`src/rtl/mlp_pkg.sv`:
```
// mlp_pkg -- shared definitions for the time-multiplexed MLP layer.
//   state_t      : controller states (IDLE, MAC, BIAS, ACT, DONE)
//   ACT_*        : act_mode encodings
//   acc_width()  : accumulator width that cannot overflow for a given
//                  sample width and fan-in
//   saturate()   : clamp a wide signed value to a dw-bit signed range
package mlp_pkg;

  typedef enum logic [2:0] {
    ST_IDLE,
    ST_MAC,
    ST_BIAS,
    ST_ACT,
    ST_DONE
  } state_t;

  localparam logic [1:0] ACT_IDENT   = 2'd0;
  localparam logic [1:0] ACT_RELU    = 2'd1;
  localparam logic [1:0] ACT_SIGMOID = 2'd2;
  localparam logic [1:0] ACT_RSVD    = 2'd3;

  // Working width of saturate(); callers size-cast into and out of it.
  localparam int SAT_W = 128;

  // N_INPUTS full-scale products plus a bias term shifted into the
  // product's binary point, with one spare bit of headroom.
  function automatic int acc_width(input int dw, input int n_inputs);
    return 2 * dw + $clog2(n_inputs + 1) + 1;
  endfunction

  function automatic logic signed [SAT_W-1:0] saturate(
    input logic signed [SAT_W-1:0] v,
    input int                      dw
  );
    logic signed [SAT_W-1:0] one;
    logic signed [SAT_W-1:0] hi;
    logic signed [SAT_W-1:0] lo;
    one = SAT_W'(1);
    hi  = (one <<< (dw - 1)) - one;
    lo  = -(one <<< (dw - 1));
    if (v > hi)      return hi;
    else if (v < lo) return lo;
    else             return v;
  endfunction

endpackage

```
`src/rtl/mlp_sigmoid_lut.sv`:
```
// mlp_sigmoid_lut -- 256-entry combinational sigmoid ROM.
//   idx_i : table index; entry k holds sigmoid((k-128)/16) in the output
//           fixed-point format, rounded to nearest (covers -8.0..+7.9375)
//   val_o : DATA_WIDTH-bit value with FRAC_BITS fractional bits
// The table is built at elaboration with integer arithmetic only
// (Q30 fixed point), so no real-valued math is needed by any tool.
module mlp_sigmoid_lut #(
  parameter int DATA_WIDTH = 16,
  parameter int FRAC_BITS  = 8
) (
  input  logic [7:0]            idx_i,
  output logic [DATA_WIDTH-1:0] val_o
);

  localparam longint ONE_Q  = 64'sd1 <<< 30;
  // exp(-1/16) in Q30; raising it to the k-th power gives exp(-k/16).
  localparam longint STEP_Q = 64'sd1008687096;

  function automatic logic [DATA_WIDTH-1:0] sig_entry(input int idx);
    longint e;
    longint s;
    longint v;
    longint lim;
    int     mag;
    mag = (idx >= 128) ? (idx - 128) : (128 - idx);
    e   = ONE_Q;
    for (int j = 0; j < mag; j++) e = (e * STEP_Q) >>> 30;
    // sigmoid(x) = 1/(1+exp(-x)) for x>=0, exp(x)/(1+exp(x)) for x<0,
    // both expressed through e = exp(-|x|) to keep values bounded.
    if (idx >= 128) s = (ONE_Q <<< 30) / (ONE_Q + e);
    else            s = (e <<< 30) / (ONE_Q + e);
    v   = ((s <<< FRAC_BITS) + (ONE_Q >>> 1)) >>> 30;
    lim = (64'sd1 <<< (DATA_WIDTH - 1)) - 1;
    if (v > lim) v = lim;
    return v[DATA_WIDTH-1:0];
  endfunction

  logic [DATA_WIDTH-1:0] rom [256];

  for (genvar g = 0; g < 256; g++) begin : g_rom
    localparam logic [DATA_WIDTH-1:0] ENTRY = sig_entry(g);
    assign rom[g] = ENTRY;
  end

  assign val_o = rom[idx_i];

endmodule

```
`src/rtl/mlp_layer_seq.sv`:
```
// mlp_layer_seq -- time-multiplexed fully-connected layer with one shared
// signed fixed-point MAC, per-neuron bias and selectable activation.
//   clk, rst        : clock, synchronous active-high reset
//   in_valid/ready  : input vector handshake; layer_inputs element i at
//                     [i*DW +: DW], act_mode sampled with the vector
//   w_we/addr/data  : weight/bias write port, addr = n*(N_INPUTS+1)+i,
//                     i == N_INPUTS selects the bias of neuron n
//   busy            : a vector is being computed
//   out_valid/ready : output vector handshake; neuron n at [n*DW +: DW]
module mlp_layer_seq
  import mlp_pkg::*;
#(
  parameter int DATA_WIDTH = 16,
  parameter int FRAC_BITS  = 8,
  parameter int N_INPUTS   = 4,
  parameter int N_NEURONS  = 4,
  parameter int ADDR_WIDTH = 8
) (
  input  logic                            clk,
  input  logic                            rst,
  input  logic                            in_valid,
  output logic                            in_ready,
  input  logic [N_INPUTS*DATA_WIDTH-1:0]  layer_inputs,
  input  logic [1:0]                      act_mode,
  input  logic                            w_we,
  input  logic [ADDR_WIDTH-1:0]           w_addr,
  input  logic [DATA_WIDTH-1:0]           w_data,
  output logic                            busy,
  output logic                            out_valid,
  input  logic                            out_ready,
  output logic [N_NEURONS*DATA_WIDTH-1:0] layer_outputs
);

  localparam int DW     = DATA_WIDTH;
  localparam int ACC_W  = acc_width(DW, N_INPUTS);
  localparam int DEPTH  = N_NEURONS * (N_INPUTS + 1);
  localparam int MEM_AW = (DEPTH > 1) ? $clog2(DEPTH) : 1;
  localparam int IW     = (N_INPUTS > 1) ? $clog2(N_INPUTS) : 1;
  localparam int NW     = (N_NEURONS > 1) ? $clog2(N_NEURONS) : 1;

  localparam logic [IW-1:0]         I_LAST  = IW'(N_INPUTS - 1);
  localparam logic [NW-1:0]         N_LAST  = NW'(N_NEURONS - 1);
  localparam logic [ADDR_WIDTH-1:0] DEPTH_A = ADDR_WIDTH'(DEPTH);

  state_t                    state_q, state_d;
  logic [IW-1:0]             i_q, i_d;
  logic [NW-1:0]             n_q, n_d;
  logic [MEM_AW-1:0]         addr_q, addr_d;
  logic [N_NEURONS*DW-1:0]   out_q, out_d;
  logic signed [ACC_W-1:0]   acc_q, acc_d;
  logic signed [DW-1:0]      x_q [N_INPUTS];
  logic [1:0]                mode_q;
  logic signed [DW-1:0]      wmem_q [DEPTH];

  logic                      accept;
  logic signed [DW-1:0]      x_sel;
  logic signed [DW-1:0]      w_sel;
  logic signed [2*DW-1:0]    prod;
  logic signed [ACC_W-1:0]   bias_term;
  logic signed [ACC_W-1:0]   acc_sh;
  logic signed [DW-1:0]      y_sat;
  logic signed [DW-1:0]      y_shr;
  logic signed [DW:0]        idx_wide;
  logic [7:0]                sig_idx;
  logic [DW-1:0]             sig_val;
  logic signed [DW-1:0]      y_act;

  assign in_ready      = (state_q == ST_IDLE);
  assign busy          = (state_q == ST_MAC) || (state_q == ST_BIAS) || (state_q == ST_ACT);
  assign out_valid     = (state_q == ST_DONE);
  assign layer_outputs = out_q;
  assign accept        = in_valid && in_ready;

  // addr_q walks weights then bias of each neuron in order, so the next
  // neuron's first weight follows directly after the previous bias.
  assign x_sel     = x_q[i_q];
  assign w_sel     = wmem_q[addr_q];
  assign prod      = x_sel * w_sel;
  assign bias_term = ACC_W'(w_sel) <<< FRAC_BITS;

  assign acc_sh = acc_q >>> FRAC_BITS;
  assign y_sat  = DW'(saturate(SAT_W'(acc_sh), DW));

  // Sigmoid index: 1/16 steps around a centre of 128, clamped to 0..255.
  assign y_shr    = y_sat >>> (FRAC_BITS - 4);
  assign idx_wide = {y_shr[DW-1], y_shr} + (DW+1)'(128);

  always_comb begin
    sig_idx = idx_wide[7:0];
    if (idx_wide[DW])            sig_idx = 8'd0;
    else if (|idx_wide[DW-1:8])  sig_idx = 8'd255;
  end

  mlp_sigmoid_lut #(
    .DATA_WIDTH (DW),
    .FRAC_BITS  (FRAC_BITS)
  ) u_sigmoid_lut (
    .idx_i (sig_idx),
    .val_o (sig_val)
  );

  always_comb begin
    y_act = y_sat;
    case (mode_q)
      ACT_RELU:           y_act = y_sat[DW-1] ? '0 : y_sat;
      ACT_SIGMOID:        y_act = sig_val;
      ACT_IDENT, ACT_RSVD: y_act = y_sat;
      default:            y_act = y_sat;
    endcase
  end

  always_comb begin
    state_d = state_q;
    i_d     = i_q;
    n_d     = n_q;
    addr_d  = addr_q;
    acc_d   = acc_q;
    out_d   = out_q;
    case (state_q)
      ST_IDLE: begin
        if (accept) begin
          state_d = ST_MAC;
          i_d     = '0;
          n_d     = '0;
          addr_d  = '0;
          acc_d   = '0;
        end
      end
      ST_MAC: begin
        acc_d  = acc_q + ACC_W'(prod);
        addr_d = addr_q + 1'b1;
        if (i_q == I_LAST) state_d = ST_BIAS;
        else               i_d     = i_q + 1'b1;
      end
      ST_BIAS: begin
        acc_d   = acc_q + bias_term;
        addr_d  = addr_q + 1'b1;
        state_d = ST_ACT;
      end
      ST_ACT: begin
        for (int k = 0; k < N_NEURONS; k++) begin
          if (n_q == NW'(k)) out_d[k*DW +: DW] = y_act;
        end
        if (n_q == N_LAST) begin
          state_d = ST_DONE;
        end else begin
          n_d     = n_q + 1'b1;
          i_d     = '0;
          acc_d   = '0;
          state_d = ST_MAC;
        end
      end
      ST_DONE: begin
        if (out_ready) state_d = ST_IDLE;
      end
      default: state_d = ST_IDLE;
    endcase
  end

  always_ff @(posedge clk) begin
    if (rst) begin
      state_q <= ST_IDLE;
      i_q     <= '0;
      n_q     <= '0;
      addr_q  <= '0;
      out_q   <= '0;
    end else begin
      state_q <= state_d;
      i_q     <= i_d;
      n_q     <= n_d;
      addr_q  <= addr_d;
      out_q   <= out_d;
    end
  end

  // Datapath registers: no reset, every vector starts from a cleared acc.
  always_ff @(posedge clk) begin
    acc_q <= acc_d;
    if (accept) begin
      mode_q <= act_mode;
      for (int k = 0; k < N_INPUTS; k++) x_q[k] <= layer_inputs[k*DW +: DW];
    end
  end

  // Writes are dropped while busy so a computation sees one weight set.
  always_ff @(posedge clk) begin
    if (w_we && !busy && (w_addr < DEPTH_A)) wmem_q[w_addr[MEM_AW-1:0]] <= w_data;
  end

endmodule

```
`config.mk`:
```
export PLATFORM = sky130hd
export DESIGN_NAME = mlp_layer_seq
export DESIGN_NICKNAME = d
export VERILOG_FILES = /design/src/rtl/mlp_pkg.sv /design/src/rtl/mlp_sigmoid_lut.sv /design/src/rtl/mlp_layer_seq.sv
export SDC_FILE = /design/constraint.sdc
export NUM_CORES = 2
export LEC_CHECK = 0
export ABC_AREA = 1
export BUFFER_PORTS_ARGS = -buffer_cell sky130_fd_sc_hd__buf_4
export CORE_MARGIN = 3
export CORE_UTILIZATION = 35
export CTS_CLUSTER_SIZE = 14
export DETAILED_ROUTE_END_ITERATION = 10
export PLACE_DENSITY = 0.62
export SLEW_MARGIN = 5
export SYNTH_ARGS = -nofsm -noshare
export SYNTH_HDL_FRONTEND = slang
export SYNTH_SLANG_ARGS = --single-unit
```
`constraint.sdc`:
```
create_clock -name clk -period 22 [get_ports clk]
set_clock_uncertainty 0.15 [all_clocks]
set_input_delay 2.2 -clock clk [delete_from_list [all_inputs] [get_ports clk]]
set_output_delay 2.2 -clock clk [all_outputs]
set_load 0.005 [all_outputs]
```
# --- Word-level counts from Yosys, hierarchy flattened ---
# Memory sizes are Yosys's and may differ from the RTL's. A register that Yosys moved wholly into a read port is not among the register bits.
# Cells that the tools add are included.
totals:
  reg_bits: 114
  ramBits: 384
  mem_bits_ro: 4096
  inputBits: 95
  out_inout_bits: 67
  mem_count: 3
memory_table:
  columns: ["memory", "depth", "word_bits", "read_ports", "rd_ports_with_merged_regs", "write_ports", "line_no", "text"]
  rows:
  - ["(no name shown)", 256, 16, 1, 0, 0, "mlp_sigmoid_lut.sv:45", "assign val_o = rom[idx_i];"]
  - ["wmem_q", 20, 16, 1, 1, 1, "mlp_layer_seq.sv:53", "logic signed [DW-1:0] wmem_q [DEPTH];"]
  - ["x_q", 4, 16, 1, 1, 4, "mlp_layer_seq.sv:51", "logic signed [DW-1:0] x_q [N_INPUTS];"]
classes:
  n_addsub: 6
  n_mul: 1
  order_cmp: 4
  eq_ne: 16
  muxes: 32
  bitwise: 1
  reduce_logical: 25
op_table:
  columns: ["operator", "n"]
  rows:
  - ["$pmux W36 S4", 1]
  - ["$mux W36", 2]
  - ["$mux W16", 4]
  - ["$pmux W16 S3", 1]
  - ["$add A36 B24 Y36", 1]
  - ["$add A36 B32 Y36", 1]
  - ["$mul A16 B16 Y32", 1]
  - ["$gt A28 B16 Y1 const B", 1]
  - ["$lt A28 B16 Y1 const B", 1]
  - ["$mux W8", 2]
  - ["$mux W15", 1]
  - ["$mux W5", 3]
  - ["$pmux W3 S5", 1]
  - ["$add A12 B9 Y13 const B", 1]
  - ["$mux W2", 6]
  - ["$mux W3", 4]
  - ["$eq A2 B2 Y1 const B", 5]
  - ["$pmux W5 S2", 1]
  - ["$reduce_and A2 Y1", 5]
  - ["$ge A9 B9 Y1 const B", 1]
  - ["$not A8 Y9", 1]
  - ["$reduce_and A3 Y1", 3]
  - ["$lt A8 B5 Y1 const B", 1]
  - ["$reduce_or A8 Y1", 1]
  - ["other kinds (21)", 36]

# --- Depth between registers and ports, before layout ---
logic_depth:
  word_depth: 12
  depth_mapped: 41

# --- By module ---
# Synthesis repeated with hierarchy kept, for this count alone.
hier_totals:
  cells_unflattened: 3824
  area_unflattened_um2: 35684.2
modules_own_cells:
  columns: ["module", "instances", "cells_each", "area_each_um2"]
  rows:
  - ["mlp_layer_seq", 1, 3560, 34365.5]
  - ["mlp_sigmoid_lut", 1, 264, 1318.8]

# --- Worst setup path after synthesis ---
# No wires, ideal clock.
synth_timing:
  path_type: "flip-flop to flip-flop"
  from: "reg (tool-made name)"
  to: "reg acc_q[35] (data pin)"
  setup_ps: 261
  t_arrival_ps: 7045
  required_time_ps: 21589
  path_slack_ps: 14544
  stages_incl_launch_ff: 30
  path_buffers: 5
  period_less_slack_ps: 7456
  path_cell_list: "dfxtp_1 -> clkbuf_1 -> inv_1 -> buf_2 -> buf_2 -> clkbuf_1 -> clkbuf_1 -> o21ai_0 -> o221ai_1 -> nand2_1 -> nor2_1 -> inv_1 -> fa_1 -> fa_1 -> fa_1 -> fa_1 -> inv_1 -> fa_1 -> inv_1 -> fa_1 -> inv_1 -> ha_1 -> a21oi_1 -> inv_1 -> a31oi_1 -> nor3_1 -> a2111oi_0 -> nand3_1 -> nand2_1 -> o22ai_1"
synth_lines:
  columns: ["element", "line_no", "text"]
  rows:
  - ["end signal: assignment", "mlp_layer_seq.sv:178", "acc_q <= acc_d;"]
  - ["end: declaration", "mlp_layer_seq.sv:50", "logic signed [ACC_W-1:0] acc_q, acc_d;"]

==> reports/results.md <==
- Inserted Clock Buffers: 54
- peak fanout along the critical path: 88
- share of async-settable or async-resettable flops after synthesis: 0%
- buffer cell driving the clock tree root: sky130_fd_sc_hd__clkbuf_16
- post-synthesis share of cell area spent on full adders, half adders and majority gates: 24.3%
- hold-fix buffers at CTS: 0
- detailed-route DRC error count: 0
- highest-count cells in the layout ignoring fill and taps: sky130_fd_sc_hd__inv_1, sky130_fd_sc_hd__nor2_1, sky130_fd_sc_hd__nand2_1, sky130_fd_sc_hd__edfxtp_1, sky130_fd_sc_hd__fa_1
- maximum number of pins on one net before global-route repair: 95
- share of the clock period used by the worst path after layout: 42.5%
- Post-Synthesis Net Count: 4045
- number of nets in the finished design: 4191
- cell type with the largest total area after synthesis: sky130_fd_sc_hd__edfxtp_1
- Final Max Tran Viols: 0
- setup violation total in the final timing report: 0
- time the worst path needs with I/O delays and setup: 9350 ps
- required time at the worst-slack endpoint: 22180 ps
- average cell area after synthesis: 9.78 um2
- number of storage elements in the synthesis netlist: 505
- total global-route track usage: 18.5%
- area growth from synthesis to layout: 13.3%
- number of global-route vias before repair: 24.8k
- drt via density: 5.10
- CTS-repair resized insts: 0
- largest buffer count on any clock path: 3
- standard-cell row count: 113
- DRT antenna net count: 0
- antenna diode count: 0
- basic-gate share of the synthesized area counting and, or, nand and nor cells: 13.5%
- I/O Buffers: 161
- Yosys top cell area share: 37.2%
- number of antenna violations at the first check in global routing: 2
- CTS HTree Levels: 2
- type of the tightest min-delay check: reg -> reg
- M3 GR Usage: 2.98%
- total of warnings raised by yosys: 0
- kind of capture point of the worst setup path: register
- number of DRC violations after detailed-routing iteration 0: 2409
- CP dominant cell by count: sky130_fd_sc_hd__inv_1
- global-route wire length before repair: 148000 um
- Die Wd: 318 um
- number of vias in the routed layout: 25.2k
- clock tree from TritonCTS: done
- EDFF count, synth: 422
- data arrival at the endpoint of the critical path: 9520 ps
- accumulated negative setup slack: 0 ps
- Critical Path Start Type: register
- dominant combinational cell family by area after synthesis: adder cells
- post-synthesis share of cell area spent on xor and xnor gates: 0.875%
- clock transition time at the flip-flop clock pins of the worst setup and hold paths: 60 ps
- top cells by area, synth: sky130_fd_sc_hd__edfxtp_1, sky130_fd_sc_hd__fa_1, sky130_fd_sc_hd__inv_1
- Top Ports: 162
- total congestion overflow after global routing: 0
- DIE HEIGHT: 318 um
- Compound-Gate Fraction of Synth Area: 11.3%
- fillers: 9300
- starting density of the core: 35.6%
- Global Route met2 Usage: 28.7%
- commonest register cell after synthesis: sky130_fd_sc_hd__edfxtp_1
- sequential-to-total area share from yosys stat: 42.1%
- DRT Wirelength: 94500 um
- half-perimeter wire length after placement: 67500 um
- Top Usage Layer GRT: met2
- slew margin rel.: 26.8%
- Hold Fails Final Rpt: 0
- distinct cell type count of the synthesized netlist: 59
- synthesized cell area: 0.0340 mm2
- Gate Count Post-Synth: 3479
- die area: 0.101 mm2
- number of sinks handled by clock tree synthesis: 505
- # Max-Cap Violations: 0
- run status: finished clean
- Placer Congestion: 0.911
- post-CTS setup buffer count: 0
- unrepaired setup endpoints after global routing: false
- met1 capacity usage during global routing: 26.7%
- Worst-Margin Slew: 1100 ps
- Max Clk Rate: 0.107 GHz
- worst-path cell with the longest stage delay: sky130_fd_sc_hd__buf_4
- multiplexer fraction of the synthesized cell area: 0%
- most common cell after layout, fill and taps aside: sky130_fd_sc_hd__inv_1
- area of the core: 0.0957 mm2
- critical path class: reg -> reg
- number of iterations in the first detailed-routing pass: 6
- clock insertion delay at the later pin of the skew report: 650 ps
- average detailed-routed wire length per instance: 19.2 um
- layout cell share with drive strength beyond 1: 10.1%
- maximum cell stage delay along the critical path: 810 ps
-- cell families after synthesis --
family / after synthesis
flip-flops: 505
XOR/XNOR: 34
AND/OR/NAND/NOR: 1102
AO/OA/AOI/OAI: 664
buffers and inverters: 703
adder cells (fa/ha/maj): 471
-- final cells by class --
class                   count  area [um2]  area share [%]
flip-flops and latches    505       14300            37.2
repair buffers            220        1650            4.28
clock buffers              68        1410            3.67
clock inverters            31         389            1.01
multi-input cells        2271       17000            44.2
well taps                1265        1580            4.10
inverters                 573        2160            5.59
-- through the flow --
stage	utilization [%]	worst slack, ps	hold slack (ps)	area [um2]	instances
3_5_place_dp	38.4	12820	343	36800	4834
4_1_cts	40.3	12760	353	38600	4933
3_3_place_gp	38.4	12880	336	36800	4834
5_1_grt	40.3	12090	397	38600	4933
2_1_floorplan	-	14540	307	34000	3479
6_report	40.3	12650	352	38600	4933
-- state kept, by name, indices dropped and copies added, names as in the netlist, 3 cells and up, named ones only --
signal / cells
layer_outputs: 64
acc_q: 36
x_q: 64
addr_q: 5
state_q: 3
wmem_q: 320
-- final timing paths --
kind / startpoint / endpoint / cells after the start / slack, ps
hold reg to reg: i_q[1] / register / 2 / 350
hold / removal: i_q[1] / register / 2 / 350
setup reg to reg: register / acc_q[31] / 33 / 12650
setup / recovery: register / acc_q[31] / 33 / 12650
-- worst max-delay path: cells and delay by family, from the launching register on --
family                   cells  cell delay, ps
flip-flops                   1             360
adder cells (fa/ha/maj)      7            3390
buffers and inverters        9            2350
AND/OR/NAND/NOR              6             860
AO/OA/AOI/OAI               11            1860
-- cell usage after synthesis, types with 12 or more instances --
cell type                  count
sky130_fd_sc_hd__o21bai_1     14
sky130_fd_sc_hd__o21a_1       30
sky130_fd_sc_hd__xor2_1       15
sky130_fd_sc_hd__o211ai_1     12
sky130_fd_sc_hd__edfxtp_1    422
sky130_fd_sc_hd__clkbuf_1    103
sky130_fd_sc_hd__o21ai_0     299
sky130_fd_sc_hd__inv_1       556
sky130_fd_sc_hd__fa_1        315
sky130_fd_sc_hd__a21oi_1     148
sky130_fd_sc_hd__a32oi_1      16
sky130_fd_sc_hd__ha_1        156
sky130_fd_sc_hd__nand2_1     460
sky130_fd_sc_hd__nor3_1       15
sky130_fd_sc_hd__nor2_1      464
sky130_fd_sc_hd__or2_2        20
sky130_fd_sc_hd__o221ai_1     40
sky130_fd_sc_hd__xnor2_1      19
sky130_fd_sc_hd__nand3_1      88
sky130_fd_sc_hd__o21ai_1      14
sky130_fd_sc_hd__dfxtp_1      83
sky130_fd_sc_hd__o22ai_1      57
-- routing by layer --
metal / share of wire [%] / routed length (um) / vias up
li1: - / - / 11723
met1: 45 / 42500 / 12296
met2: 44 / 42000 / 1019
met3: 7.7 / 7300 / 141
met4: 2.8 / 2690 / 2
met5: 0.020 / 19 / -
Power is not shown: default switching activity piles up to over one toggle a cycle in this logic, so the estimate is an artifact.
